===== src/rtl/sd_mode_ctrl_if.sv =====
// Scan doubler mode controller bus: sync/user inputs toward the controller,
// applied configuration and measurements back out.
interface sd_mode_ctrl_if #(
    parameter int HCNT_W = 12,
    parameter int VCNT_W = 10
);
    logic              hs_in;
    logic              vs_in;
    logic              user_bypass;
    logic [1:0]        user_scanlines;
    logic              bypass;
    logic              ce_divider;
    logic [1:0]        scanlines;
    logic              locked;
    logic              mode_pal;
    logic [HCNT_W-1:0] line_len;
    logic [VCNT_W-1:0] frame_lines;
    logic              mode_change;

    modport master (
        output hs_in, vs_in, user_bypass, user_scanlines,
        input  bypass, ce_divider, scanlines, locked, mode_pal,
               line_len, frame_lines, mode_change
    );

    modport slave (
        input  hs_in, vs_in, user_bypass, user_scanlines,
        output bypass, ce_divider, scanlines, locked, mode_pal,
               line_len, frame_lines, mode_change
    );
endinterface


===== src/rtl/sd_mode_ctrl.sv =====
// Scan doubler mode controller: measures line length / lines per frame,
// locks onto stable timing and applies bypass/ce_divider/scanlines only at
// frame boundaries. Optional macro SD_SYNC_WATCHDOG_EN adds a sync-loss
// watchdog that drops lock without waiting for the next vsync.
module sd_mode_ctrl #(
    parameter int HCNT_W        = 12,
    parameter int VCNT_W        = 10,
    parameter int STABLE_FRAMES = 4,
    parameter int PAL_MIN_LINES = 288,
    parameter int DIV_THRESH    = 1536
) (
    input  logic          clk_sys,
    input  logic          reset,
    sd_mode_ctrl_if.slave sd
);
    localparam int SW = $clog2(STABLE_FRAMES + 1);
    localparam logic [HCNT_W-1:0] HMAX     = '1;
    localparam logic [VCNT_W-1:0] VMAX     = '1;
    localparam logic [VCNT_W-1:0] VLO      = VCNT_W'(200);
    localparam logic [VCNT_W-1:0] VHI      = VCNT_W'(400);
    localparam logic [VCNT_W-1:0] PAL_T    = VCNT_W'(PAL_MIN_LINES);
    localparam logic [HCNT_W-1:0] DIV_T    = HCNT_W'(DIV_THRESH);
    localparam logic [SW-1:0]     STABLE_T = SW'(STABLE_FRAMES);

    typedef enum logic [1:0] {UNLOCKED, CHECK, LOCKED} state_t;

    logic [2:0]        hs_q, vs_q;     // [0],[1] synchronizer, [2] delay
    logic              hs_fall, vs_fall;
    logic [HCNT_W-1:0] hcnt_q, hcnt_d, line_len_q, line_len_d, prev_ll_q, prev_ll_d;
    logic [VCNT_W-1:0] vcnt_q, vcnt_d, vcnt_inc, frame_lines_q, frame_lines_d;
    logic              seen_vs_q;
    state_t            state_q, state_d;
    logic [SW-1:0]     stable_q, stable_d;
    logic              apply_q, apply_d;
    logic              frame_valid, frame_match, wd_fire;
    logic [VCNT_W:0]   fl_a, fl_b, fl_dist;
    logic [HCNT_W:0]   ll_a, ll_b, ll_dist;
    logic              bypass_q, ce_q, pal_q, mc_q;
    logic [1:0]        sl_q;
    logic              bypass_n, ce_n, pal_n;
    logic [1:0]        sl_n;

    assign hs_fall = hs_q[2] & ~hs_q[1];
    assign vs_fall = vs_q[2] & ~vs_q[1];

    // Sync inputs into clk_sys and keep one delayed copy for edge detection
    always_ff @(posedge clk_sys or posedge reset) begin
        if (reset) begin
            hs_q <= '0;
            vs_q <= '0;
        end else begin
            hs_q <= {hs_q[1:0], sd.hs_in};
            vs_q <= {vs_q[1:0], sd.vs_in};
        end
    end

    // Line/frame measurement; a coincident vs fall captures vcnt before the hs count
    always_comb begin
        hcnt_d        = (hcnt_q == HMAX) ? hcnt_q : hcnt_q + HCNT_W'(1);
        vcnt_inc      = (vcnt_q == VMAX) ? vcnt_q : vcnt_q + VCNT_W'(1);
        vcnt_d        = vcnt_q;
        line_len_d    = line_len_q;
        frame_lines_d = frame_lines_q;
        prev_ll_d     = prev_ll_q;
        if (hs_fall) begin
            line_len_d = hcnt_q;
            hcnt_d     = HCNT_W'(1);
            vcnt_d     = vcnt_inc;
        end
        if (vs_fall) begin
            frame_lines_d = vcnt_q;
            prev_ll_d     = line_len_d;
            vcnt_d        = hs_fall ? VCNT_W'(1) : '0;
        end
    end

    // Frame qualification against the previous frame's measurements
    always_comb begin
        fl_a        = {1'b0, vcnt_q};
        fl_b        = {1'b0, frame_lines_q};
        fl_dist     = (fl_a >= fl_b) ? fl_a - fl_b : fl_b - fl_a;
        ll_a        = {1'b0, line_len_d};
        ll_b        = {1'b0, prev_ll_q};
        ll_dist     = (ll_a >= ll_b) ? ll_a - ll_b : ll_b - ll_a;
        frame_match = (fl_dist <= (VCNT_W+1)'(1)) && (ll_dist <= (HCNT_W+1)'(2));
        // the first vsync after reset closes a partial frame
        frame_valid = seen_vs_q && (vcnt_q >= VLO) && (vcnt_q <= VHI) &&
                      (line_len_d != '0) && (line_len_d != HMAX);
    end

`ifdef SD_SYNC_WATCHDOG_EN
    logic [HCNT_W-1:0] wd_q, wd_d;

    // Watchdog fires once on the transition into saturation (no hsync / no vsync)
    always_comb begin
        wd_d    = hs_fall ? '0 : ((wd_q == HMAX) ? wd_q : wd_q + HCNT_W'(1));
        wd_fire = ((wd_q != HMAX) && (wd_d == HMAX)) ||
                  ((vcnt_q != VMAX) && (vcnt_d == VMAX));
    end

    // Watchdog counter register
    always_ff @(posedge clk_sys or posedge reset) begin
        if (reset) wd_q <= '0;
        else       wd_q <= wd_d;
    end
`else
    assign wd_fire = 1'b0;
`endif

    // Lock FSM next state, evaluated on vs fall (or watchdog loss of sync)
    always_comb begin
        state_d  = state_q;
        stable_d = stable_q;
        apply_d  = 1'b0;
        if (vs_fall) begin
            apply_d = 1'b1;
            case (state_q)
                UNLOCKED: if (frame_valid) begin
                    state_d  = CHECK;
                    stable_d = SW'(1);
                end
                CHECK: if (frame_match) begin
                    stable_d = stable_q + SW'(1);
                    if (stable_d >= STABLE_T) state_d = LOCKED;
                end else begin
                    state_d  = UNLOCKED;
                    stable_d = '0;
                end
                LOCKED: if (!frame_match) begin
                    state_d  = UNLOCKED;
                    stable_d = '0;
                end
                default: begin
                    state_d  = UNLOCKED;
                    stable_d = '0;
                end
            endcase
        end
        if (wd_fire) begin
            state_d  = UNLOCKED;
            stable_d = '0;
            apply_d  = 1'b1;
        end
    end

    // Measurement and FSM state registers
    always_ff @(posedge clk_sys or posedge reset) begin
        if (reset) begin
            hcnt_q        <= '0;
            vcnt_q        <= '0;
            line_len_q    <= '0;
            frame_lines_q <= '0;
            prev_ll_q     <= '0;
            seen_vs_q     <= 1'b0;
            state_q       <= UNLOCKED;
            stable_q      <= '0;
            apply_q       <= 1'b0;
        end else begin
            hcnt_q        <= hcnt_d;
            vcnt_q        <= vcnt_d;
            line_len_q    <= line_len_d;
            frame_lines_q <= frame_lines_d;
            prev_ll_q     <= prev_ll_d;
            seen_vs_q     <= seen_vs_q | vs_fall;
            state_q       <= state_d;
            stable_q      <= stable_d;
            apply_q       <= apply_d;
        end
    end

    // Configuration to apply, from the freshly updated lock state and measurements
    always_comb begin
        bypass_n = sd.user_bypass | (state_q != LOCKED);
        sl_n     = bypass_n ? 2'b00 : sd.user_scanlines;
        ce_n     = (line_len_q >= DIV_T) ? 1'b0 : 1'b1;
        pal_n    = (frame_lines_q >= PAL_T);
    end

    // Applied outputs change only in the apply cycle; mode_change flags any change
    always_ff @(posedge clk_sys or posedge reset) begin
        if (reset) begin
            bypass_q <= 1'b1;
            ce_q     <= 1'b0;
            sl_q     <= 2'b00;
            pal_q    <= 1'b0;
            mc_q     <= 1'b0;
        end else if (apply_q) begin
            bypass_q <= bypass_n;
            ce_q     <= ce_n;
            sl_q     <= sl_n;
            pal_q    <= pal_n;
            mc_q     <= (bypass_n != bypass_q) || (ce_n != ce_q) ||
                        (sl_n != sl_q) || (pal_n != pal_q);
        end else begin
            mc_q     <= 1'b0;
        end
    end

    assign sd.bypass      = bypass_q;
    assign sd.ce_divider  = ce_q;
    assign sd.scanlines   = sl_q;
    assign sd.mode_pal    = pal_q;
    assign sd.mode_change = mc_q;
    assign sd.locked      = (state_q == LOCKED);
    assign sd.line_len    = line_len_q;
    assign sd.frame_lines = frame_lines_q;
endmodule


===== src/flat_wrapper.sv =====
// flat-port wrapper written by rule: the top's interface ports become plain ports
module sd_mode_ctrl_flat 
#(
    parameter int HCNT_W        = 12,
    parameter int VCNT_W        = 10,
    parameter int STABLE_FRAMES = 4,
    parameter int PAL_MIN_LINES = 288,
    parameter int DIV_THRESH    = 1536
)
  (clk_sys, reset, sd_hs_in, sd_vs_in, sd_user_bypass, sd_user_scanlines, sd_bypass, sd_ce_divider, sd_scanlines, sd_locked, sd_mode_pal, sd_line_len, sd_frame_lines, sd_mode_change);
  sd_mode_ctrl_if #(.HCNT_W(HCNT_W), .VCNT_W(VCNT_W)) sd_i ();
  input  logic clk_sys;
  input  logic reset;
  input wire logic [$bits(sd_i.hs_in)-1:0] sd_hs_in;
  input wire logic [$bits(sd_i.vs_in)-1:0] sd_vs_in;
  input wire logic [$bits(sd_i.user_bypass)-1:0] sd_user_bypass;
  input wire logic [$bits(sd_i.user_scanlines)-1:0] sd_user_scanlines;
  output wire logic [$bits(sd_i.bypass)-1:0] sd_bypass;
  output wire logic [$bits(sd_i.ce_divider)-1:0] sd_ce_divider;
  output wire logic [$bits(sd_i.scanlines)-1:0] sd_scanlines;
  output wire logic [$bits(sd_i.locked)-1:0] sd_locked;
  output wire logic [$bits(sd_i.mode_pal)-1:0] sd_mode_pal;
  output wire logic [$bits(sd_i.line_len)-1:0] sd_line_len;
  output wire logic [$bits(sd_i.frame_lines)-1:0] sd_frame_lines;
  output wire logic [$bits(sd_i.mode_change)-1:0] sd_mode_change;
  assign sd_i.hs_in = sd_hs_in;
  assign sd_i.vs_in = sd_vs_in;
  assign sd_i.user_bypass = sd_user_bypass;
  assign sd_i.user_scanlines = sd_user_scanlines;
  assign sd_bypass = sd_i.bypass;
  assign sd_ce_divider = sd_i.ce_divider;
  assign sd_scanlines = sd_i.scanlines;
  assign sd_locked = sd_i.locked;
  assign sd_mode_pal = sd_i.mode_pal;
  assign sd_line_len = sd_i.line_len;
  assign sd_frame_lines = sd_i.frame_lines;
  assign sd_mode_change = sd_i.mode_change;
  sd_mode_ctrl #(.HCNT_W(HCNT_W), .VCNT_W(VCNT_W), .STABLE_FRAMES(STABLE_FRAMES), .PAL_MIN_LINES(PAL_MIN_LINES), .DIV_THRESH(DIV_THRESH)) u_core (.clk_sys(clk_sys), .reset(reset), .sd(sd_i));
endmodule

===== config.mk =====
export PLATFORM = sky130hd
export DESIGN_NAME = sd_mode_ctrl_flat
export DESIGN_NICKNAME = d
export VERILOG_FILES = /design/src/rtl/sd_mode_ctrl_if.sv /design/src/rtl/sd_mode_ctrl.sv /design/src/flat_wrapper.sv
export SDC_FILE = /design/constraint.sdc
export NUM_CORES = 1
export LEC_CHECK = 0
export ABC_CLOCK_PERIOD_IN_PS = 7200
export CAP_MARGIN = 10
export CELL_PAD_IN_SITES_DETAIL_PLACEMENT = 0
export CELL_PAD_IN_SITES_GLOBAL_PLACEMENT = 1
export CORE_ASPECT_RATIO = 0.8
export CORE_MARGIN = 5
export CORE_UTILIZATION = 35
export DETAILED_ROUTE_END_ITERATION = 12
export GPL_TIMING_DRIVEN = 1
export HOLD_SLACK_MARGIN = 0.15
export PLACE_DENSITY_LB_ADDON = 0.1
export SYNTH_ARGS = -nofsm -noshare
export SYNTH_HDL_FRONTEND = slang
export SYNTH_SLANG_ARGS = --single-unit

===== constraint.sdc =====
create_clock -name clk_sys -period 7.2 [get_ports clk_sys]
set_input_delay 2.16 -clock clk_sys [delete_from_list [all_inputs] [get_ports clk_sys]]
set_output_delay 2.16 -clock clk_sys [all_outputs]
set_load 0.02 [all_outputs]

======== After elaboration in Yosys (flattened, before gate mapping) ========
Index checks and enable logic that the tools add are counted.
word-level totals
  register bits after elaboration ......... 75
  bits of input ports ..................... 7
  output and inout bits ................... 29
  logic and storage cells ................. 89
operators by class
  $add $sub $neg .......................... 7
  order comparisons ....................... 9
  equality and inequality tests ........... 15
  multiplexer cells ....................... 22
  bitwise gates (word level) .............. 6
  reductions and logical operators ........ 14
operators by type and width
  kind                     number
  $mux W12                 3
  $mux W10                 3
  $sub A12 B12 Y13         2
  $sub A10 B10 Y11         2
  $le A13 B2 Y1 const B    1
  $mux W13                 1
  $add A12 B1 Y12 const B  1
  $eq A12 B12 Y1 const B   1
  $ge A12 B11 Y1 const B   1
  $ge A12 B12 Y1           1
  $ne A12 B12 Y1 const B   1
  $reduce_bool A12 Y1      1
  $le A11 B1 Y1 const B    1
  $mux W11                 1
  $add A10 B1 Y10 const B  1
  $eq A10 B10 Y1 const B   1
  $ge A10 B10 Y1           1
  $ge A10 B8 Y1 const B    1
  $ge A10 B9 Y1 const B    1
  $le A10 B9 Y1 const B    1
  $mux W2                  5
  $mux W3                  3
  $pmux W3 S3              1
  $ne A2 B1 Y1 const B     3
  other kinds (20)         35

======== Longest topological paths before layout ========
  depth in word-level cells ............... 9
  depth in mapped cells ................... 19
  gate-level depth less buffers ........... 15

======== Least setup slack after synthesis ========
No wires, ideal clock.
  kind .................................... register to register
  start ................................... reg u_core.hs_q[1]
  end ..................................... reg u_core.state_q[1]
  library setup time ...................... 0.080 ns
  arrival time ............................ 4.274 ns
  data required time ...................... 7.120 ns
  path slack .............................. 2.846 ns
  cell stages (with the launch flop) ...... 18
  path buffers ............................ 3
  period minus slack after synthesis ...... 4.354 ns
  path through ............................ dfrtp_1 nand2b_1 buf_6 clkbuf_1 mux2i_1 inv_1 ha_1 and2_1 nor4b_2 a211oi_2 o21a_2 buf_6 mux2i_1 o311ai_1 or3_4 a2111oi_4 nand4_2 o211ai_2
on the way
  cells in the longest elaborated chain, start to end .. 9
RTL lines
  item                                                        line                 RTL
  start, declared                                             sd_mode_ctrl.sv:27   logic [2:0] hs_q, vs_q;
  start signal, assigned                                      sd_mode_ctrl.sv:52   hs_q <= {hs_q[1:0], sd.hs_in};
  $not A1 Y1 *                                                sd_mode_ctrl.sv:43   assign hs_fall = hs_q[2] & ~hs_q[1];
  $and A1 B1 Y1 *                                             sd_mode_ctrl.sv:43
  $mux W12 *                                                  sd_mode_ctrl.sv:65   if (hs_fall) begin
  $sub A12 B12 Y13 or $ge A12 B12 Y1 (tied branches)          sd_mode_ctrl.sv:84   ll_dist = (ll_a >= ll_b) ? ll_a - ll_b : ll_b - ll_a;
  $mux W13                                                    sd_mode_ctrl.sv:84
  $le A13 B2 Y1                                               sd_mode_ctrl.sv:85   frame_match = (fl_dist <= (VCNT_W+1)'(1)) && (ll_dist <= (HCNT_W+1)'(2));
  $logic_and A1 B1 Y1                                         sd_mode_ctrl.sv:85
  $ne A3 B3 Y1 (no line) (tied with other cells)              -
  $reduce_and A4 Y1 (no line) or $pmux W2 S3 (tied branches)  -
  end signal, assigned                                        sd_mode_ctrl.sv:165  state_q <= state_d;
  end, declared                                               sd_mode_ctrl.sv:32   state_t state_q, state_d;
Every way passes the cells marked *; elsewhere a longest branch is shown, timed or not.
A chain may end at the register's enable or synchronous reset.

======== Worst setup path in the final report ========
  start ................................... reg u_core.hs_q[1]
  end ..................................... reg u_core.stable_q[2]
on the way
  cells in the longest elaborated chain, start to end .. 9
RTL lines
  item                                                line                 RTL
  $not A1 Y1 *                                        sd_mode_ctrl.sv:43
  $and A1 B1 Y1 *                                     sd_mode_ctrl.sv:43
  $mux W12 *                                          sd_mode_ctrl.sv:65
  named net u_core.line_len_d[6]                      sd_mode_ctrl.sv:29   logic [HCNT_W-1:0] hcnt_q, hcnt_d, line_len_q, line_len_d, prev_ll_q, prev_ll_d;
  $sub A12 B12 Y13 or $ge A12 B12 Y1 (tied branches)  sd_mode_ctrl.sv:84
  $mux W13                                            sd_mode_ctrl.sv:84
  $le A13 B2 Y1                                       sd_mode_ctrl.sv:85
  $logic_and A1 B1 Y1                                 sd_mode_ctrl.sv:85
  $mux W3 or $ne A2 B2 Y1 (tied branches)             -
  $pmux W3 S3 or $reduce_and A3 Y1 (tied branches)    -
  end signal, assigned                                sd_mode_ctrl.sv:166  stable_q <= stable_d;
  end, declared                                       sd_mode_ctrl.sv:33   logic [SW-1:0] stable_q, stable_d;
The timed path passes the listed nets; every way through them passes the cells marked *.

==> impl_summary.txt <==
----------------------------------------------------
[Power and ir drop]
  Largest vdd supply drop ... 0.164 mV
  Combinational share of power ... 0.542
  Standby leakage power ... 0.00303 uW
  Int Power ... 1260 uW
  Power Density ... 339 nW/um^2
  Net Switching ... 941 uW
  Net switching fraction of the power ... 0.428
  Register share of total power ... 0.226
  Fraction of power consumed by the clock network ... 0.232

[Cells and area]
  Storage element area ... 1880 um^2
  Multi-input gate area ... 3380 um^2
  Post-route insts no fill ... 894
  Layout cell share with drive strength beyond 1 ... 0.0795
  FILL cells ... 1,612
  Net count reported at finish ... 731
  Area grow syn2layout ... 14.9%
  Number of antenna cells inserted ... 0

[Logic synthesis]
  Average cell area after synthesis ... 8.70 um^2
  Number of enable-type register cells in the synthesized netlist ... 0
  Synthesis-stage register bit count ... 75
  Post-synthesis cell area ... 5650 um^2
  Yosys warns ... 0
  Proportion of register bits with asynchronous set or reset after synthesis ... 1.00
  Distinct cell type count after synthesis ... 80
  Syn_nets ... 706
  Post-synth top flop ... dfrtp_1
  Cell count after synthesis ... 649
  Part of the Yosys area used for sequential elements ... 0.332

[Worst setup path]
  Buffers & Inverters on Critical Path ... 2
  Startpoint type of the worst setup path ... register
  Category of the most critical setup path ... reg2reg
  Most used cell along the critical path ... mux2i_1
  Endpoint kind of the worst setup timing path ... register
  Arr. time, crit path ... 5.24 ns
  Maximum cell stage delay along the critical path ... 0.59 ns
  Slowest-stage cell, CP ... or4_1
  Critical path, cell by cell ... nand2b_1 -> buf_4 -> mux2i_1 -> inv_1 -> ha_1 -> a21oi_1 -> o211ai_1 -> a211oi_2 -> o21a_2 -> mux2i_1 -> xnor2_1 -> or4_1 -> a2111oi_4 -> nand4_2 -> o21ai_1
  Maximum fanout along the worst path ... 21
  Family with the most delay on the worst path ... compound AO/OA/AOI/OAI gates
  Internal reg-to-reg setup slack ... 2.23 ns
  WP data required ... 7.47 ns

[Clock tree]
  Quantity of hold-fixing buffers added after cts ... 0
  Clock Tree Root ... clkbuf_16
  Clock Path Buffers ... 2
  Later-pin clock latency in the skew report ... 0.35 ns
  # H-tree levels ... 3
  TritonCTS sink count ... 75
  Post-CTS resize count ... 0
  CTS Buf Count ... 9
  Number of buffers added for setup after CTS ... 0
  Clk slew on worst S/H paths ... 0.07 ns
  CTS tree ... built

[Floorplan]
  Effective utilization at floorplan ... 0.358
  Chip Width ... 152 um
  Chip Height ... 124 um
  Core footprint ... 15,800 um^2
  FP Rows ... 41
  Number of ports placed on the die boundary ... 36
  Die ar. ... 18,800 um^2

[Placement]
  Final RePlAce weighted congestion ... 0.894
  Cells after DPL ... 878
  Number of port buffers ... 35
  HPWL after detailed placement ... 12,600 um

[Global route]
  Most crowded layer after global routing ... met1
  Number of antenna violations at the first check in global routing ... 0
  Number of global-route vias before repair ... 4,630
  Wire length of the first global-routing pass ... 26,400 um
  Met1 routing resource usage after global routing ... 0.285
  GRT met3 Usage ... 0.0299
  GRT Residual Overflow ... 0
  Maximum number of pins on one net before global-route repair ... 76
  Global routing usage on met2 ... 0.253
  Global-route usage over all layers ... 0.179

[STA]
  Worst hold slack after final layout ... 0.360 ns
  Post-layout minimum cycle time ... 4.97 ns
  Worst relative slew slack ... 0.326
  Upper clock frequency limit ... 201 MHz
  Layout Skew ... 0.00723 ns
  Final-report hold violation count ... 0
  Transition at the pin with the smallest max-transition slack ... 1.01 ns
  Total negative slack ... 0 ns
  Final setup violation count ... 0
  RSZ-0062 raised after global routing ... false
  Final count of pins violating max slew ... 0
  Tcrit/Tclk final ... 0.691

[Detailed routing]
  Remaining routing DRC violations ... 0
  Wire per inst ... 18.3 um
  Router iterations before antenna repair ... 5
  Number of vias per cell after detailed routing ... 5.37
  Detailed Route Iter0 Violations ... 343
  Total Wirelength ... 16,400 um
  DR vias ... 4,803
  Antenna viol nets, final ... 0

[Worst hold path]
  Worst hold-check path type ... reg2reg

[Outcome]
  Result of the run ... complete, no violations

[Flow run]
  Total of max-cap violations ... 0

----------------------------------------------------
## path summary, 6_finish.rpt
kind	cells past startpoint	endpoint	start
worst max-delay path	15	u_core.stable_q[2]	u_core.hs_q[1]
worst min-delay path	0	u_core.vs_q[1]	u_core.vs_q[0]
worst max register to register	15	u_core.stable_q[2]	u_core.hs_q[1]
worst min register to register	0	u_core.vs_q[1]	u_core.vs_q[0]
max in group asynchronous	3	u_core.sd.mode_pal	reset
min in group asynchronous	3	u_core.sd.frame_lines[5]	reset
## area by class of cell
type | count | share of cell area
Clock buffer | 9 | 0.0347
Clock inverter | 7 | 0.0152
Inverter | 65 | 0.0378
Multi-Input combinational cell | 483 | 0.522
Sequential cell | 75 | 0.289
Tap cell | 215 | 0.0415
Timing Repair Buffer | 40 | 0.0598
## cells in the final DEF, fill, tap and decap left out, types with 7 or more instances in the layout
cell type	count
nor3_1	8
ha_1	46
a21o_1	7
and3_1	7
clkbuf_16	9
o21ai_0	49
dfrtp_1	74
clkdlybuf4s50_1	35
nand4_1	14
nand2b_1	8
xor2_1	10
mux2i_1	20
nor2_1	47
nand2_1	60
a21oi_1	46
inv_1	64
xnor2_1	16
and2_1	7
nand3_1	15
## logic make-up (layout without fill, tap and decap cells)
logic type               after synthesis  count (layout)  synth area share
multiplexers                          25              25            0.0454
flip-flops                            75              75             0.332
AO/OA/AOI/OAI                        177             177             0.210
AND/OR/NAND/NOR                      205             205             0.187
XOR/XNOR                              26              26            0.0403
buffers and inverters                 91             121            0.0684
adder cells (fa/ha/maj)               50              50             0.116
## power groups by stage
stage	Combinational, uW	Sequential, uW	Clock [uW]
final	1190	497	510
after floorplan	919	507	0
after global placement	1180	505	0
after global routing	1310	504	539
after CTS	1180	498	523
after detailed placement	1180	505	0
## per-stage QoR
| stage | util | instance area [um^2] | power, uW | setup WS, ns |
|---|---|---|---|---|
| 6_report | 0.411 | 6490 | 2200 | 2.23 |
| 3_3_place_gp | 0.390 | 6160 | 1690 | 2.46 |
| 2_1_floorplan | - | 5650 | 1430 | 2.85 |
| 5_1_grt | 0.411 | 6490 | 2350 | 1.89 |
| 3_5_place_dp | 0.390 | 6160 | 1680 | 2.26 |
| 4_1_cts | 0.411 | 6490 | 2200 | 2.27 |
## cells in the mapped netlist (8+ instances only)
| master | count | area share |
|---|---|---|
| buf_2 | 9 | 0.0080 |
| a21oi_1 | 46 | 0.041 |
| xnor2_1 | 16 | 0.025 |
| ha_1 | 46 | 0.10 |
| nand3_1 | 15 | 0.013 |
| nor3_1 | 8 | 0.0071 |
| o21ai_0 | 49 | 0.043 |
| nand2_1 | 60 | 0.040 |
| inv_1 | 65 | 0.043 |
| nand2b_1 | 8 | 0.0089 |
| xor2_1 | 10 | 0.016 |
| dfrtp_1 | 74 | 0.33 |
| mux2i_1 | 20 | 0.035 |
| nand4_1 | 14 | 0.016 |
| clkbuf_1 | 11 | 0.0073 |
| nor2_1 | 47 | 0.031 |
## sequential cells by signal (all words and copies together), names as in the netlist, 2 cells and up
register,count
u_core.hcnt_q,12
u_core.prev_ll_q,12
u_core.sd.line_len,12
u_core.sd.frame_lines,10
u_core.vcnt_q,10
u_core.hs_q,3
u_core.stable_q,3
u_core.vs_q,3
u_core.sd.scanlines,2
u_core.state_q,2
## layer usage
layer,vias up,share of wire,wire length [um]
met2,103,0.39,6420
met3,12,0.041,669
met4,0,0.0085,140
li1,2349,-,-
met1,2339,0.56,9160
met5,-,0,0
Note: power is estimated with default switching activity, not from simulation.
